### src/rtl/fifo_nox_rv.sv
// rtl/fifo_nox_rv.sv - ready/valid FIFO, any depth, fall-through head, level flags and high-water mark
module fifo_nox_rv #(
    parameter int SLOTS   = 4,
    parameter int WIDTH   = 8,
    parameter int AF_THR  = 3,
    parameter int AE_THR  = 1,
    parameter bit FULL_RW = 1'b0,
    localparam int CW     = $clog2(SLOTS + 1)
) (
    input  logic             clk,
    input  logic             rst,
    input  logic             clear_i,
    input  logic             in_valid_i,
    output logic             in_ready_o,
    input  logic [WIDTH-1:0] in_data_i,
    output logic             out_valid_o,
    input  logic             out_ready_i,
    output logic [WIDTH-1:0] out_data_o,
    output logic [CW-1:0]    ocup_o,
    output logic             almost_full_o,
    output logic             almost_empty_o,
    output logic [CW-1:0]    hwm_o
);

    localparam int PW = (SLOTS > 1) ? $clog2(SLOTS) : 1;
    localparam logic [CW-1:0] SLOTS_C = CW'(SLOTS);
    localparam logic [CW-1:0] AF_C    = CW'(AF_THR);
    localparam logic [CW-1:0] AE_C    = CW'(AE_THR);
    localparam logic [PW-1:0] LAST_C  = PW'(SLOTS - 1);

    if (SLOTS < 1) begin : g_bad_slots
        $error("fifo_nox_rv: SLOTS must be >= 1");
    end
    if (AF_THR < 1 || AF_THR > SLOTS) begin : g_bad_af
        $error("fifo_nox_rv: AF_THR must be within 1..SLOTS");
    end
    if (AE_THR < 0 || AE_THR >= SLOTS) begin : g_bad_ae
        $error("fifo_nox_rv: AE_THR must be within 0..SLOTS-1");
    end

    logic [WIDTH-1:0] mem [SLOTS];
    logic [PW-1:0]    wr_ptr;
    logic [PW-1:0]    rd_ptr;
    logic [CW-1:0]    ocup;
    logic [CW-1:0]    ocup_next;
    logic [CW-1:0]    hwm;
    logic             full;
    logic             push;
    logic             pop;

    // Explicit wrap so non-power-of-two depths never alias into unused slots.
    function automatic logic [PW-1:0] ptr_inc(input logic [PW-1:0] p);
        return (p == LAST_C) ? '0 : p + 1'b1;
    endfunction

    assign full = (ocup == SLOTS_C);

    // With FULL_RW the write side looks through to out_ready_i when full.
    assign in_ready_o  = !clear_i && (!full || (FULL_RW && out_ready_i));
    assign out_valid_o = !clear_i && (ocup != '0);
    assign out_data_o  = out_valid_o ? mem[rd_ptr] : '0;

    assign push = in_valid_i && in_ready_o;
    assign pop  = out_valid_o && out_ready_i;

    always_comb begin
        ocup_next = ocup;
        if (push && !pop) begin
            ocup_next = ocup + 1'b1;
        end else if (pop && !push) begin
            ocup_next = ocup - 1'b1;
        end
    end

    always_ff @(posedge clk) begin
        if (push) begin
            mem[wr_ptr] <= in_data_i;
        end
    end

    always_ff @(posedge clk or posedge rst) begin
        if (rst) begin
            wr_ptr <= '0;
            rd_ptr <= '0;
            ocup   <= '0;
            hwm    <= '0;
        end else if (clear_i) begin
            wr_ptr <= '0;
            rd_ptr <= '0;
            ocup   <= '0;
            hwm    <= '0;
        end else begin
            if (push) begin
                wr_ptr <= ptr_inc(wr_ptr);
            end
            if (pop) begin
                rd_ptr <= ptr_inc(rd_ptr);
            end
            ocup <= ocup_next;
            if (ocup_next > hwm) begin
                hwm <= ocup_next;
            end
        end
    end

    assign ocup_o         = ocup;
    assign hwm_o          = hwm;
    assign almost_full_o  = (ocup >= AF_C);
    assign almost_empty_o = (ocup <= AE_C);

endmodule

### config.mk
export PLATFORM = sky130hd
export DESIGN_NAME = fifo_nox_rv
export DESIGN_NICKNAME = d
export VERILOG_FILES = /design/src/rtl/fifo_nox_rv.sv
export SDC_FILE = /design/constraint.sdc
export NUM_CORES = 1
export LEC_CHECK = 0
export ABC_AREA = 1
export CAP_MARGIN = 25
export CELL_PAD_IN_SITES_DETAIL_PLACEMENT = 0
export CELL_PAD_IN_SITES_GLOBAL_PLACEMENT = 1
export CORE_MARGIN = 8
export CORE_UTILIZATION = 42
export DETAILED_ROUTE_END_ITERATION = 8
export PLACE_DENSITY_LB_ADDON = 0.2
export SYNTH_ARGS = -nofsm -noshare
export SYNTH_HDL_FRONTEND = slang
export SYNTH_SLANG_ARGS = --single-unit
### constraint.sdc
create_clock -name clk -period 3.2 [get_ports clk]
set_input_delay 0.64 -clock clk [delete_from_list [all_inputs] [get_ports clk]]
set_output_delay 0.64 -clock clk [all_outputs]
set_load 0.01 [all_outputs]
==> results by group <==
Status
  – Status: finished clean

Final layout
  – Fill count: 413
  – Final instance area: 2590 um2
  – Fin nets: 262
  – Area Overhead vs Synth: 25.0%
  – N_diodes: 0
  – Fraction of layout cells with a size suffix above 1: 0.131

Route
  – DR pass1 iterations: 4
  – Total vias in the final route: 1482
  – DRT Wirelength: 4740 um
  – Routed WL per cell: 15.6 um
  – DRC: 0
  – Iter 0 DRT Violations: 90
  – Via density: 4.88
  – Routed Antenna Nets: 0

Clock tree
  – CTS tree: built
  – Clock sink count: 42
  – Root buffer cell: clkbuf_8
  – Resize count post-CTS: 0
  – Worst-Skew Late Latency: 0.28 ns
  – H-tree depth: 2
  – Post-CTS setup buffer count: 0
  – CTS Buffer Depth: 2
  – Hold buffers post-CTS: 0
  – Clock slew at reported path FFs: 0.07 ns
  – TritonCTS buffer count: 5

Place
  – Area post-placement: 2480 um2
  – Placer congestion estimate: 0.856
  – Port Buf Inserts: 30
  – HPWL Detailed: 3430 um

Power and ir drop
  – PwrDens: 758 nW/um2
  – Leak: roughly 1.0 nW
  – Worst vdd ir: about 360 uV

Setup path
  – FF-to-FF End: hwm_o[0]
  – Worst r2r src: ocup_o[0]
  – Reg2reg path depth: 18
  – Crit Path Category: register to primary output
  – Worst Path Required: between 2 and 3 ns
  – Crit. End Element: primary output
  – Worst reg-to-reg setup slack: 0.46 ns
  – CP Max Fanout: 10
  – CP arrival: 2.37 ns
  – Worst setup SP type: register

Timing
  – Final period util: 0.942
  – Setup TNS: 0 ns
  – Tightest Pin Transition: around 0.48 ns
  – Hold Vio Cnt, Final: 0
  – Fin. max-slew vios: 0
  – Clock Skews: 0.00448 ns
  – Max_slew headroom: 0.678
  – Tmin final: approximately 3 ns
  – Setup violations, final: 0
  – RSZ-0062 raised after global routing: false
  – Max frequency: between 0.3 and 0.4 GHz

Synthesis
  – Share of the synthesized area in the top cell type: 0.464
  – Post-Synthesis Cells: 197
  – Post-synth EDFFs: 32
  – Seq cells post-synth: between 40 and 50
  – Syn Nets: 223
  – Seq/Total Area, Yosys: 0.585
  – Synth top area cells: edfxtp_1 46%, dfrtp_1 12%, ha_1 7.9%, nor2_1 7.4%, o21ai_0 4.8%
  – Yosys top cell by area: edfxtp_1
  – Top_reg_cell synth: edfxtp_1
  – Post-synth cell types: 24
  – YS warnings: 0
  – Commonest cells post-synth: 41 x nor2_1, 32 x edfxtp_1, 21 x nand2_1
  – Top-count cell post-synth: nor2_1
  – Mapped Area: 2070 um2
  – Avg Inst Size Synth: about 11 um2
  – FFs w/ async S/R, synth: 0.238

Global route
  – Total congestion overflow: 0
  – First-pass GRT wire length: 7760 um
  – Initial antenna violation count: 0
  – Largest net degree at the start of global routing: 18
  – GRT Overall Usage: 0.135
  – Number of global-route vias before repair: 1604

Floorplanning
  – Starting density of the core: 0.438
  – Io pins: 31
  – Die W: 86.2 um
  – Die footprint: around 7400 um2
  – Overall die height: 86.2 um
  – Row count: 25
  – Core Footprint: 4720 um2

Worst hold path
  – Hold Path Depth: 2
  – Hold path endpoint: hwm_o[2]
  – HP Start: hwm_o[2]
  – Hold Path Class: register to register

Flow run
  – # Max-Cap Violations: 0
-- worst max-delay path by stage --
stage | startpoint | cells past startpoint | slack (ns) | end
2_1_floorplan | ocup_o[0] | 18 | 0.83 | hwm_o[0]
3_3_place_gp | clear_i | 17 | 0.33 | hwm_o[0]
6_report | rd_ptr[1] | 5 | 0.19 | out_data_o[7]
4_1_cts | rd_ptr[1] | 5 | 0.21 | out_data_o[3]
5_1_grt | rd_ptr[1] | 5 | 0.02 | out_data_o[1]
3_5_place_dp | clear_i | 17 | 0.21 | hwm_o[0]
-- area by class of cell --
cell class / count / area [um2] / share of cell area
Tap cell: 67 / 83.8 / 0.0324
Multi-Input combinational cell: 131 / 762 / 0.295
Inverter: 20 / 77.6 / 0.0300
Sequential cell: 42 / 1210 / 0.468
Clock inverter: 1 / 30.0 / 0.0116
Timing Repair Buffer: 36 / 345 / 0.134
Clock buffer: 7 / 76.3 / 0.0295
-- routing by layer --
layer	wire (um)	vias to the layer above	GRT usage	part of all wire
met5	0	-	0	0
met4	24	0	0.0376	0.0051
met3	230	2	0.0416	0.048
met2	2330	27	0.230	0.49
met1	2160	711	0.159	0.46
li1	-	742	-	-
-- sequential cells by signal, indices dropped and copies added, names as in the netlist --
register / cells
wr_ptr: 2
ocup_o: 3
hwm_o: 3
mem: 32
rd_ptr: 2
-- stage by stage --
step / util / power, mW / worst slack, ns / std cells / hold slack [ns]
2_1_floorplan: - / 1.25 / 0.825 / 197 / 0.480
3_3_place_gp: 0.525 / 1.53 / 0.325 / 296 / 0.508
3_5_place_dp: 0.525 / 1.57 / 0.213 / 296 / 0.523
4_1_cts: 0.548 / 1.98 / 0.205 / 304 / 0.543
5_1_grt: 0.548 / 2.11 / 0.0170 / 304 / 0.579
6_report: 0.548 / 1.96 / 0.186 / 304 / 0.551
-- report_power, final --
part           leakage (nW)  total [mW]  internal (mW)  switching, mW
clock network        0.0524       0.402          0.233          0.168
logic                 0.572       0.811          0.349          0.462
registers             0.421       0.749          0.669         0.0796
-- cells in the final DEF (no fill, tap or decap), drive strengths merged --
| cell type | synthesis | final |
|---|---|---|
| nand3 | 9 | 9 |
| ha | 13 | 13 |
| or2 | 1 | 1 |
| edfxtp | 32 | 32 |
| nor2 | 41 | 41 |
| clkdlybuf4s50 | 0 | 30 |
| a22oi | 2 | 2 |
| clkbuf | 1 | 7 |
| buf | 3 | 6 |
| clkinv | 1 | 1 |
| bufinv | 0 | 1 |
| a21oi | 13 | 13 |
| nand4 | 1 | 1 |
| o21ai | 21 | 21 |
| xnor2 | 1 | 1 |
| nand2 | 29 | 29 |
| dfrtp | 10 | 10 |
| inv | 19 | 19 |
-- critical path: stages (launching register included) --
cell and delay (ns):
dfrtp_1 0.61, clkinv_1 0.43, nor2_1 0.20, o21ai_0 0.10
a21oi_1 0.18, clkdlybuf4s50_1 0.58
-- cell families after synthesis --
logic type | synth area share
simple gates | 0.189
xor+xnor | 0.00423
compound gates | 0.0967
flops | 0.585
fa+ha+maj | 0.0786
buf+inv | 0.0466
Note: power is estimated with default switching activity, not from simulation.
==> edit: new RTL, config.mk and constraints unchanged <==
Set the parameter `SLOTS` to 16 (it was 4).
--- a/src/rtl/fifo_nox_rv.sv
+++ b/src/rtl/fifo_nox_rv.sv
@@ -1,6 +1,6 @@
 // rtl/fifo_nox_rv.sv - ready/valid FIFO, any depth, fall-through head, level flags and high-water mark
 module fifo_nox_rv #(
-    parameter int SLOTS   = 4,
+    parameter int SLOTS   = 16,
     parameter int WIDTH   = 8,
     parameter int AF_THR  = 3,
     parameter int AE_THR  = 1,
Interface: changed (resized hwm_o and ocup_o); port bits go from 31 to 35. No check against the original RTL was run, so the function may have changed too.
==> edit against the original RTL <==
- core utilization down 3.2 points
- sequential power rose to 3.0 times the old value
- cell area rose to 3.0 times the old value
- sequential cell count grew 104
- routed wire length rose to 3.0 times the old value
- synthesized area rose to 3.1 times the old value
- worst setup slack got worse by 0.059 ns
- register-to-register slack about the same
- total power rose to 2.6 times the old value
- count of clock-buffer cells in the layout grew 10
- via count rose to 3.0 times the old value
- largest cell class unchanged
==> edit: results (changes against the original RTL) <==
* Status: completed
* Worst hold path depth at 2 (unchanged)
* CTS Buffer Depth at 2 (unchanged)
* Share of the synthesized area in the top cell type at 59.09% (+13 points)
* Port Buffers at 34 (+13%)
* Async S/R FF share, synth at 12.33% (-11 points)
* H-tree depth at 4 (+2)
* Drt initial violations at 201 (+120%)
* Ys Warns at 0 (unchanged)
* Max-slew headroom at 52.62% (-15 points)
* Max FFs per register at 128 (+300%)
* Fraction of layout cells with a size suffix above 1 at 13.22% (+0.14 points)
* Count of cell types in the netlist at 34 (+42%)
* Largest net degree at the start of global routing at 48 (+30)
* Setup Buffers After CTS at 1 (+1)
* Post-Syn Nets at 612 (+170%)
* Clk slew on worst S/H paths at 0.06 ns
* Initial DRT Pass Iterations at 4 (unchanged)
* Nets at 672 (+160%)
* Antenna violations before repair at 0 (unchanged)
* CP max stage cell: clkdlybuf4s50_1
* Vias in the first global route at 4426 (+180%)
* R2R cell count at 19 (+1)
* Final worst path period share at 96.03% (+1.8 points)
* R2R Setup Slk at 0.46 ns (about the same)
* Inserted Diodes at 0 (unchanged)
* Leak at 0.002956 uW (+180%)
* Crit-path max FO at 47 (+37)
* Root Driver: clkbuf_16
* PostCTS Resize Cnt at 1 (+1)
* EDFF count, synth at 128 (+300%)
* Ys flop type: edfxtp_1
* Filler Cell Count at 1329 (+220%)
* Clk Latency, worst-skew pair at 0.42 ns (+0.14 ns)
* Setup WS pre-CTS at 0.08925 ns (-0.1240 ns)
* Max IR drop VDD at 0.0003921 V (+10%)
* Synth cell count leaders: 128 x edfxtp_1, 122 x nor2_1, 87 x o21ai_0
* Sequential-to-total area share from yosys stat at 66.01% (+7.5 points)
* Total CTS buffers at 17 (+12)
* First-pass GRT wire length at 23.49 mm (+200%)
* Ranking of synthesized cells by area: edfxtp_1 59%, nor2_1 7.0%, dfrtp_1 6.9%
* DR WL/cell at 17.09 um (+9.5%)
* Via density at 5.209 (+6.9%)
* Placed cell area at 0.007188 mm^2 (+190%)
* Top reg by flops: mem
* Worst clock skew at 0.006592 ns (+0.002109 ns)
* GRT Util Overall at 15.53% (+2.1 points)
* Worst path max stage delay at 0.57 ns (-0.04 ns)
* Hpwl dp at 9.450 mm (+180%)
* GPL Wtd Cong at 0.8382 (-2.0%)
* Hold Path Class: reg -> reg
edit: changes by cell type after synthesis, moves of 5 or more:
cell	unedited run	this run
nand2_1	21	63
dfrtp_1	10	18
clkbuf_1	1	12
buf_2	3	10
o21ai_0	20	87
nor2_1	41	122
o211ai_1	0	17
nand3_1	4	21
edfxtp_1	32	128
inv_1	16	32
nand4_1	1	7
a31oi_1	0	5
edit: final timing paths:
check	start	end
max	rd_ptr[1]	out_data_o[3]
min	hwm_o[3]	hwm_o[3]
max reg2reg	ocup_o[1]	hwm_o[4]
min reg2reg	hwm_o[3]	hwm_o[3]
max in group asynchronous	rst	rd_ptr[1]
min in group asynchronous	rst	ocup_o[2]
edit: layer usage:
metal	vias up	part of all wire [%]	track usage (%)
li1	2181	-	-
met1	2111	45	19.42
met2	102	48	25.54
met3	13	5.7	4.621
met4	0	0.95	4.638
met5	-	0	0
edit: cells by family after synthesis:
group                    Yosys count  synth area share (%)
AND/OR/NAND/NOR                  235                 16.23
adder cells (fa/ha/maj)           14                 2.693
buffers and inverters             61                 3.943
AO/OA/AOI/OAI                    125                 10.58
flip-flops                       146                 66.01
XOR/XNOR                           4                0.5387
edit: power by group:
group	total, uW	switching [uW]	internal [uW]
combinational	1110	645	462
clock	1830	773	1060
sequential	2210	72.3	2140
total	5150	1490	3660
edit: final cells by class:
cell class                 instances  area share, %
clock buffer                      17          5.445
clock inverter                    15          1.505
inverter                          35          1.682
multi-input combinational        378          25.18
sequential                       146          55.04
tap                              188          3.011
timing repair buffer              67          8.136
edit: metrics by stage:
step	utilization, %	std cells	hold slack [ns]	power (uW)
floorplan	-	585	0.5618	2906
global placement	47.46	810	0.5255	3341
detailed placement	47.46	810	0.5438	3346
CTS	51.11	843	0.5628	5186
global route	51.58	846	0.5946	5405
finish	51.58	846	0.5481	5147
